[config.mk]
export PLATFORM = sky130hd
export DESIGN_NAME = dlfloat_mac_sched
export DESIGN_NICKNAME = d
export VERILOG_FILES = /design/src/rtl/dlfloat_pkg.sv /design/src/rtl/dlfloat_rr_arb2.sv /design/src/rtl/dlfloat_mac_sched.sv
export SDC_FILE = /design/constraint.sdc
export NUM_CORES = 1
export LEC_CHECK = 0
export CORE_MARGIN = 1.5
export CORE_UTILIZATION = 34
export CTS_BUF_LIST = sky130_fd_sc_hd__clkbuf_2
export CTS_CLUSTER_SIZE = 16
export DETAILED_ROUTE_END_ITERATION = 10
export PLACE_DENSITY = 0.87
export REMOVE_ABC_BUFFERS = 1
export SYNTH_ARGS = -nofsm -noshare
export SYNTH_HDL_FRONTEND = slang
export SYNTH_SLANG_ARGS = --single-unit
[constraint.sdc]
create_clock -name clk -period 3.2 [get_ports clk]
set_input_delay 0.64 -clock clk [delete_from_list [all_inputs] [get_ports clk]]
set_output_delay 0.64 -clock clk [all_outputs]
set_load 0.01 [all_outputs]
[src/rtl/dlfloat_pkg.sv]
// Shared DLFloat16 definitions and the MAC scheduler state encoding.
package dlfloat_pkg;

    localparam int unsigned SIGN_W   = 1;
    localparam int unsigned EXP_W    = 6;
    localparam int unsigned MANT_W   = 9;
    localparam int unsigned EXP_BIAS = 31;

    localparam logic [15:0] DLF_ZERO = 16'h0000;
    localparam logic [15:0] DLF_SAT  = 16'hFFFF;

    typedef enum logic [1:0] {
        StIdle,
        StStream,
        StDrain,
        StDone
    } sched_state_e;

endpackage

[src/rtl/dlfloat_rr_arb2.sv]
// Two-way round-robin arbiter; the priority pointer moves only when a job completes.
module dlfloat_rr_arb2 (
    input  logic       clk,
    input  logic       rst,
    input  logic [1:0] i_req,
    input  logic       i_done,
    input  logic       i_done_id,
    output logic       o_gnt_vld,
    output logic       o_gnt_id
);

    logic r_ptr;

    always_ff @(posedge clk or posedge rst) begin
        if (rst) begin
            r_ptr <= 1'b0;
        end else if (i_done) begin
            r_ptr <= ~i_done_id;
        end
    end

    always_comb begin
        o_gnt_vld = |i_req;
        o_gnt_id  = 1'b0;
        if (i_req == 2'b11) begin
            o_gnt_id = r_ptr;
        end else if (i_req[1]) begin
            o_gnt_id = 1'b1;
        end
    end

endmodule

[src/rtl/dlfloat_mac_sched.sv]
// Job-level scheduler sharing one dlfloat_mac between two requesters.
// Optional beat counter on res_cnt enabled by defining MAC_SCHED_CNT_EN.
module dlfloat_mac_sched
    import dlfloat_pkg::*;
#(
    parameter int unsigned MAC_LAT = 2,
    parameter int unsigned CNT_W   = 8
) (
    input  logic             clk,
    input  logic             rst,
    input  logic             r0_vld,
    output logic             r0_rdy,
    input  logic [15:0]      r0_a,
    input  logic [15:0]      r0_b,
    input  logic             r0_last,
    input  logic             r1_vld,
    output logic             r1_rdy,
    input  logic [15:0]      r1_a,
    input  logic [15:0]      r1_b,
    input  logic             r1_last,
    output logic [15:0]      mac_a,
    output logic [15:0]      mac_b,
    output logic             mac_clr,
    input  logic [15:0]      mac_acc,
    output logic             res_vld,
    input  logic             res_rdy,
    output logic [15:0]      res_data,
    output logic             res_id,
    output logic [CNT_W-1:0] res_cnt
);

    localparam int unsigned DRN_W = (MAC_LAT == 0) ? 1 : $clog2(MAC_LAT + 1);

    sched_state_e     r_state, w_state_d;
    logic             r_gnt;
    logic [DRN_W-1:0] r_drain;
    logic [15:0]      r_res_data;
    logic             r_res_id;
    logic [CNT_W-1:0] r_res_cnt;
    logic [CNT_W-1:0] w_cnt;

    logic             w_sel_vld, w_sel_last;
    logic [15:0]      w_sel_a, w_sel_b;
    logic             w_beat, w_clr;
    logic             w_arb_vld, w_arb_id;

    assign w_sel_vld  = r_gnt ? r1_vld  : r0_vld;
    assign w_sel_last = r_gnt ? r1_last : r0_last;
    assign w_sel_a    = r_gnt ? r1_a    : r0_a;
    assign w_sel_b    = r_gnt ? r1_b    : r0_b;

    dlfloat_rr_arb2 u_arb (
        .clk       (clk),
        .rst       (rst),
        .i_req     ({r1_vld, r0_vld}),
        .i_done    (w_clr),
        .i_done_id (r_gnt),
        .o_gnt_vld (w_arb_vld),
        .o_gnt_id  (w_arb_id)
    );

    always_comb begin
        w_state_d = r_state;
        r0_rdy    = 1'b0;
        r1_rdy    = 1'b0;
        mac_a     = DLF_ZERO;
        mac_b     = DLF_ZERO;
        w_beat    = 1'b0;
        w_clr     = 1'b0;
        case (r_state)
            StIdle: begin
                if (w_arb_vld) begin
                    w_state_d = StStream;
                end
            end
            StStream: begin
                r0_rdy = ~r_gnt;
                r1_rdy = r_gnt;
                // Operands reach the MAC only on accepted beats; gaps add a zero product.
                if (w_sel_vld) begin
                    w_beat = 1'b1;
                    mac_a  = w_sel_a;
                    mac_b  = w_sel_b;
                    if (w_sel_last) begin
                        w_state_d = StDrain;
                    end
                end
            end
            StDrain: begin
                if (r_drain == '0) begin
                    w_state_d = StDone;
                end
            end
            StDone: begin
                if (res_rdy) begin
                    w_clr     = 1'b1;
                    w_state_d = StIdle;
                end
            end
            default: w_state_d = StIdle;
        endcase
    end

    always_ff @(posedge clk or posedge rst) begin
        if (rst) begin
            r_state    <= StIdle;
            r_gnt      <= 1'b0;
            r_drain    <= '0;
            r_res_data <= DLF_ZERO;
            r_res_id   <= 1'b0;
            r_res_cnt  <= '0;
        end else begin
            r_state <= w_state_d;
            case (r_state)
                StIdle: begin
                    if (w_arb_vld) begin
                        r_gnt <= w_arb_id;
                    end
                end
                StStream: begin
                    if (w_beat && w_sel_last) begin
                        r_drain <= DRN_W'(MAC_LAT);
                    end
                end
                StDrain: begin
                    if (r_drain == '0) begin
                        r_res_data <= mac_acc;
                        r_res_id   <= r_gnt;
                        r_res_cnt  <= w_cnt;
                    end else begin
                        r_drain <= r_drain - 1'b1;
                    end
                end
                default: ;
            endcase
        end
    end

`ifdef MAC_SCHED_CNT_EN
    logic [CNT_W-1:0] r_cnt;

    always_ff @(posedge clk or posedge rst) begin
        if (rst) begin
            r_cnt <= '0;
        end else if (r_state == StIdle) begin
            r_cnt <= '0;
        end else if (w_beat && (r_cnt != '1)) begin
            r_cnt <= r_cnt + 1'b1;
        end
    end

    assign w_cnt = r_cnt;
`else
    assign w_cnt = '0;
`endif

    // Clear is held through reset so the datapath starts each job from zero.
    assign mac_clr  = w_clr | rst;
    assign res_vld  = (r_state == StDone);
    assign res_data = r_res_data;
    assign res_id   = r_res_id;
    assign res_cnt  = r_res_cnt;

endmodule

## Word level (Yosys, flattened, before mapping)

Index checks and enable logic that the tools add are counted.

| operators by class | value |
|---|---|
| eq/ne operators | 11 |
| reductions and logical operators | 9 |
| multiplexer cells | 25 |
| add/sub/neg operators | 1 |
| bitwise operators | 2 |

Operators by type and width:

| kind | count |
|---|---|
| 16-bit two-way mux | 6 |
| 2-bit two-way mux | 7 |
| 1-bit two-way mux | 10 |
| 2-bit inequality test, second input constant | 5 |
| 2-bit case mux with 4 select lines | 1 |
| 2-bit equality test, second input constant | 3 |
| 5-bit AND reduction | 1 |
| 2-bit zero test | 2 |
| 2-bit by 1-bit inequality test with 1-bit output, second input constant | 2 |
| 2-bit case mux with 2 select lines | 1 |
| 2-bit AND reduction | 2 |
| 3-bit AND reduction | 1 |
| 2-bit by 1-bit equality test with 1-bit output, second input constant | 1 |
| 2-bit nonzero test | 1 |
| 2-bit OR reduction | 1 |
| 2-bit by 1-bit subtractor with 2-bit output, second input constant | 1 |
| 1-bit logical AND | 1 |
| 1-bit NOT | 1 |
| 1-bit OR | 1 |

| word-level totals | value |
|---|---|
| bits in registers | 23 |
| input bits | 87 |

## Longest topological paths before layout

| logic depth | value |
|---|---|
| depth after elaboration | 6 |
| mapped depth | 6 |
| gate-level depth less buffers | 6 |

## Hierarchy

From an unflattened synthesis, not the netlist that was laid out.

| second synthesis, totals | value |
|---|---|
| cell total of the unflattened synthesis | 164 |
| area total of the unflattened synthesis | 1640.3 µm² |

By module, submodules not included:

| module | cells an instance | times used | area an instance (µm²) |
|---|---|---|---|
| dlfloat_mac_sched | 157 | 1 | 1585.3 |
| dlfloat_rr_arb2 | 7 | 1 | 55.1 |

## Worst setup path before layout

OpenSTA, ideal clock, no wires.

| timing path | value |
|---|---|
| path type | input-to-output |
| start point | input rst |
| end point | output mac_clr |
| arrival | 1.346 ns |
| stages on the path | 2 |
| setup slack | 1.214 ns |
| buffers on the path | 0 |
| data required time | 2.560 ns |
| cells stage by stage | inv_1 -> nand2_1 |

| on the way | value |
|---|---|
| cells in the longest elaborated chain, start to end | 1 |

Ends and longest elaborated chain:

| element | line | source |
|---|---|---|
| start, declared | dlfloat_mac_sched.sv:10 | `input logic rst,` |
| 1-bit OR | dlfloat_mac_sched.sv:158 | `assign mac_clr = w_clr \| rst;` |
| end, declared | dlfloat_mac_sched.sv:23 | `output logic mac_clr,` |

Every way passes these cells.

## Final worst setup path

| timing path | value |
|---|---|
| start point | input r1_vld |
| end point | output mac_b[14] |

| on the way | value |
|---|---|
| cells in the longest elaborated chain, start to end | 3 |

Ends and longest elaborated chain:

| element | line | source |
|---|---|---|
| start, declared | dlfloat_mac_sched.sv:16 | `input logic r1_vld,` |
| 1-bit two-way mux | dlfloat_mac_sched.sv:47 | `assign w_sel_vld = r_gnt ? r1_vld : r0_vld;` |
| 16-bit two-way mux | dlfloat_mac_sched.sv:80 | `if (w_sel_vld) begin` |
| 16-bit two-way mux | dlfloat_mac_sched.sv:70 | `case (r_state)` |
| end, declared | dlfloat_mac_sched.sv:22 | `output logic [15:0] mac_b,` |

Every way passes these cells.

==> flow_results.org <==
** Routing
- The final route contains 1641 vias.
- Using the TritonRoute via totals, the vias-per-cell ratio works out to 4.68.
- Number of nets still failing antenna checks after routing :: 0
- After detailed routing, the number of remaining DRC violations is 0.
- Wirelength per Cell :: 13.5 um
- Summed over all layers, the routed wires come to 4.74 mm.
- Before antenna repair, the detailed router went through 4 iterations.
- Number of DRC violations after detailed-routing iteration 0 :: 102

** Setup path
- For the worst setup path, the data required time is 2560 ps.
- CP Data Arrival Time :: 2380 ps
- The worst setup path is of the input pin to output port kind.
- Of all nets on the critical path, the largest fanout is 32.
- Kind of start point of the critical path :: input pin
- Element type at the critical path end :: output port

** Global routing
- The initial antenna violation count was 0.
- Sum of overflow across all layers after global routing :: 0
- The first global-routing pass estimated 7.56 mm of wire.
- Maximum number of pins on one net before global-route repair :: 33
- Number of global-route vias before repair :: 1650
- Global-route total usage across every layer :: 18.4%

** Final layout
- Share of post-route cells with drive strength above 1 :: 10.7%
- Post-route non-filler standard cell count :: 351
- Cells fill 67.9% of the core in the end.
- Final layout net count :: 393
- Diodes inserted :: 0
- Post-synthesis to final-layout area growth :: 87.8%

** Power and ir drop
- The design draws 2.04 mW.
- For this design the static power due to leakage is 1.33 nW.
- IR analysis of the VDD net gives a maximum drop of 0.000364 V.
- Dividing total power by cell area gives a power density of 670 nW/um^2.

** STA
- Setup ws final :: 178 ps
- Crit path time final :: 3020 ps
- Setup_tns :: 0 ps
- The number of hold violations in the final report came to 0.
- The final critical path takes up 94.4% of the cycle.
- Peak clock frequency supported by timing :: 0.331 GHz
- Clock skew on the completed layout was measured at 24.1 ps.
- Finish-stage setup viols :: 0
- Final Max Slew Viols :: 0
- Setup repair after global routing left no endpoint under its margin.

** Synthesis
- Post-synth EDFFs :: 0
- Most common library cells after synthesis :: sky130_fd_sc_hd__nor2_1, sky130_fd_sc_hd__mux2i_1, sky130_fd_sc_hd__dfrtp_1
- Among all flip-flop cells after synthesis, the most frequent one is sky130_fd_sc_hd__dfrtp_1.
- Each instance of the synthesized netlist takes up on average 9.98 um^2.
- Number of register bits inferred by synthesis :: 23
- Among all cell types in the netlist, the one instantiated most often is sky130_fd_sc_hd__nor2_1.
- The cell count after synthesis came out at 162.
- Yosys top cell area share :: 35.6%
- Main area contributors after synthesis :: sky130_fd_sc_hd__dfrtp_1, sky130_fd_sc_hd__mux2i_1, sky130_fd_sc_hd__mux2_2
- Summed instance area of the synthesized netlist :: 1620 um^2
- The biggest area contributor in the post-synthesis netlist is sky130_fd_sc_hd__dfrtp_1.
- After synthesis, flip-flops and latches occupy 35.6% of the total area.
- Async S/R FF share, synth :: 100%
- Syn. warnings :: 0
- Number of distinct library cell variants in the gate-level netlist after synthesis :: 25

** Floorplan
- Area inside the core boundary :: 4470 um^2
- Number of ports placed on the die boundary :: 148
- The floorplan step defined a die boundary enclosing 5180 um^2.
- From bottom edge to top edge, the die measures 72.0 um.
- The floorplan has 24 rows.
- In this run the horizontal extent of the chip is 72.0 um.
- Once the floorplan was initialized, standard cells occupied 36.1% of the core.

** Place
- Global placer's final weighted congestion :: 0.854
- Count of input and output buffers :: 139
- HPWL reported at the end of detailed placement :: 4.05 mm
- Prior to clock tree synthesis, the placed netlist has a worst setup slack of 177 ps.
- Cell count after placement :: 347

** CTS
- In this run the number of H-tree levels came out at 1.
- Clock Root Buffer :: sky130_fd_sc_hd__clkbuf_2
- Cts bufs inserted :: 3
- The later pin in the worst-skew pair is clocked with a latency of 320 ps.
- TritonCTS built the clock tree.
- The tree built by TritonCTS fans out to 23 sinks.
- Clock-pin slew was measured on the worst setup and hold paths at 190 ps.
- Number of buffers on the longest clock path :: 2
- Post-CTS timing repair inserted 0 buffers for setup.
- Post-CTS repair changed the size of 0 cells.
- Number of hold buffers added after CTS :: 0

** Status
- Status :: finished clean

** Flow run
- Number of max-capacitance violations reported :: 0

** Hold path
- Hold Path Class :: register to register
## report_power, final
group	switching [mW]	internal, mW
Sequential	0.0891	0.440
Clock	0.0835	0.0283
Combinational	0.572	0.822
## layout make-up
cell class | count | area (um^2)
clock buffers | 3 | 15.0
clock inverters | 1 | 5.00
fillers | 377 | 1440
inverters | 6 | 22.5
multi-input cells | 124 | 938
flip-flops and latches | 23 | 577
well taps | 52 | 65.1
repair buffers | 142 | 1410
## through the flow
step,area (um^2),hold WS (ps)
floorplan,1540,449
global placement,3020,486
detailed placement,3020,491
CTS,3040,534
global route,3040,545
finish,3040,530
## layer usage
| metal | vias up | global-route usage, % | part of all wire, % |
|---|---|---|---|
| li1 | 805 | - | - |
| met3 | 6 | 5.83 | 10 |
| met4 | 0 | 3.98 | 1.4 |
| met5 | - | 0 | 0 |
| met1 | 736 | 21.1 | 39 |
| met2 | 94 | 33.3 | 50 |
## worst paths after layout
kind                                     startpoint                  endpoint  slack, ps  cells after the start
max in group asynchronous                       rst   res_data[0]$_DFFE_PP0P_       2320                      3
min in group asynchronous                       rst    r_drain[1]$_DFFE_PP0P_        630                      3
min reg2reg                res_data[11]$_DFFE_PP0P_  res_data[11]$_DFFE_PP0P_        530                      1
max reg2reg                  r_state[1]$_DFFE_PP0P_    r_state[1]$_DFFE_PP0P_       1390                      6
max                                          r1_vld                 mac_b[14]        180                      6
min                        res_data[11]$_DFFE_PP0P_  res_data[11]$_DFFE_PP0P_        530                      1
## sequential cells by signal, indices dropped and copies added, names as in the netlist
| name | flops |
|---|---|
| r_drain | 2 |
| r_gnt | 1 |
| r_state | 2 |
| res_data | 16 |
| res_id | 1 |
| u_arb.r_ptr | 1 |
## critical path, cell delays in order
cell and delay, ps:
sky130_fd_sc_hd__clkdlybuf4s50_1 480, sky130_fd_sc_hd__mux2_2 290, sky130_fd_sc_hd__nand2_1 60, sky130_fd_sc_hd__buf_4 290, sky130_fd_sc_hd__nor2_1 110, sky130_fd_sc_hd__clkdlybuf4s50_1 490
## cells in the final DEF, fill, tap and decap left out
| cell | instances |
|---|---|
| sky130_fd_sc_hd__a211oi_1 | 1 |
| sky130_fd_sc_hd__a21oi_1 | 1 |
| sky130_fd_sc_hd__a221o_1 | 1 |
| sky130_fd_sc_hd__a22oi_4 | 1 |
| sky130_fd_sc_hd__a31oi_1 | 1 |
| sky130_fd_sc_hd__and2_4 | 1 |
| sky130_fd_sc_hd__and2b_4 | 1 |
| sky130_fd_sc_hd__and4b_1 | 1 |
| sky130_fd_sc_hd__buf_4 | 3 |
| sky130_fd_sc_hd__clkbuf_2 | 3 |
| sky130_fd_sc_hd__clkdlybuf4s50_1 | 139 |
| sky130_fd_sc_hd__clkinv_2 | 1 |
| sky130_fd_sc_hd__conb_1 | 8 |
| sky130_fd_sc_hd__dfrtp_1 | 22 |
| sky130_fd_sc_hd__dfrtp_2 | 1 |
| sky130_fd_sc_hd__ha_1 | 6 |
| sky130_fd_sc_hd__inv_1 | 6 |
| sky130_fd_sc_hd__mux2_2 | 18 |
| sky130_fd_sc_hd__mux2_4 | 1 |
| sky130_fd_sc_hd__mux2i_1 | 33 |
| sky130_fd_sc_hd__nand2_1 | 8 |
| sky130_fd_sc_hd__nand2_2 | 1 |
| sky130_fd_sc_hd__nand2b_1 | 1 |
| sky130_fd_sc_hd__nor2_1 | 37 |
| sky130_fd_sc_hd__o2111ai_2 | 1 |
| sky130_fd_sc_hd__o21ai_0 | 1 |
| sky130_fd_sc_hd__o21ai_1 | 1 |
## cell families (layout without fill, tap and decap cells)
family                     after synthesis  in the layout  synth area share (%)
muxes                                   52             52                  33.9
and+or+nand+nor                         50             50                  13.0
DFF                                     23             23                  35.6
buffers and inverters                   22            152                  7.97
AOI/OAI and AO/OA                        8              8                  4.64
adders and majority gates                6              6                  4.64
other                                    1              8                 0.232
Power figures use the tool's default switching activity.
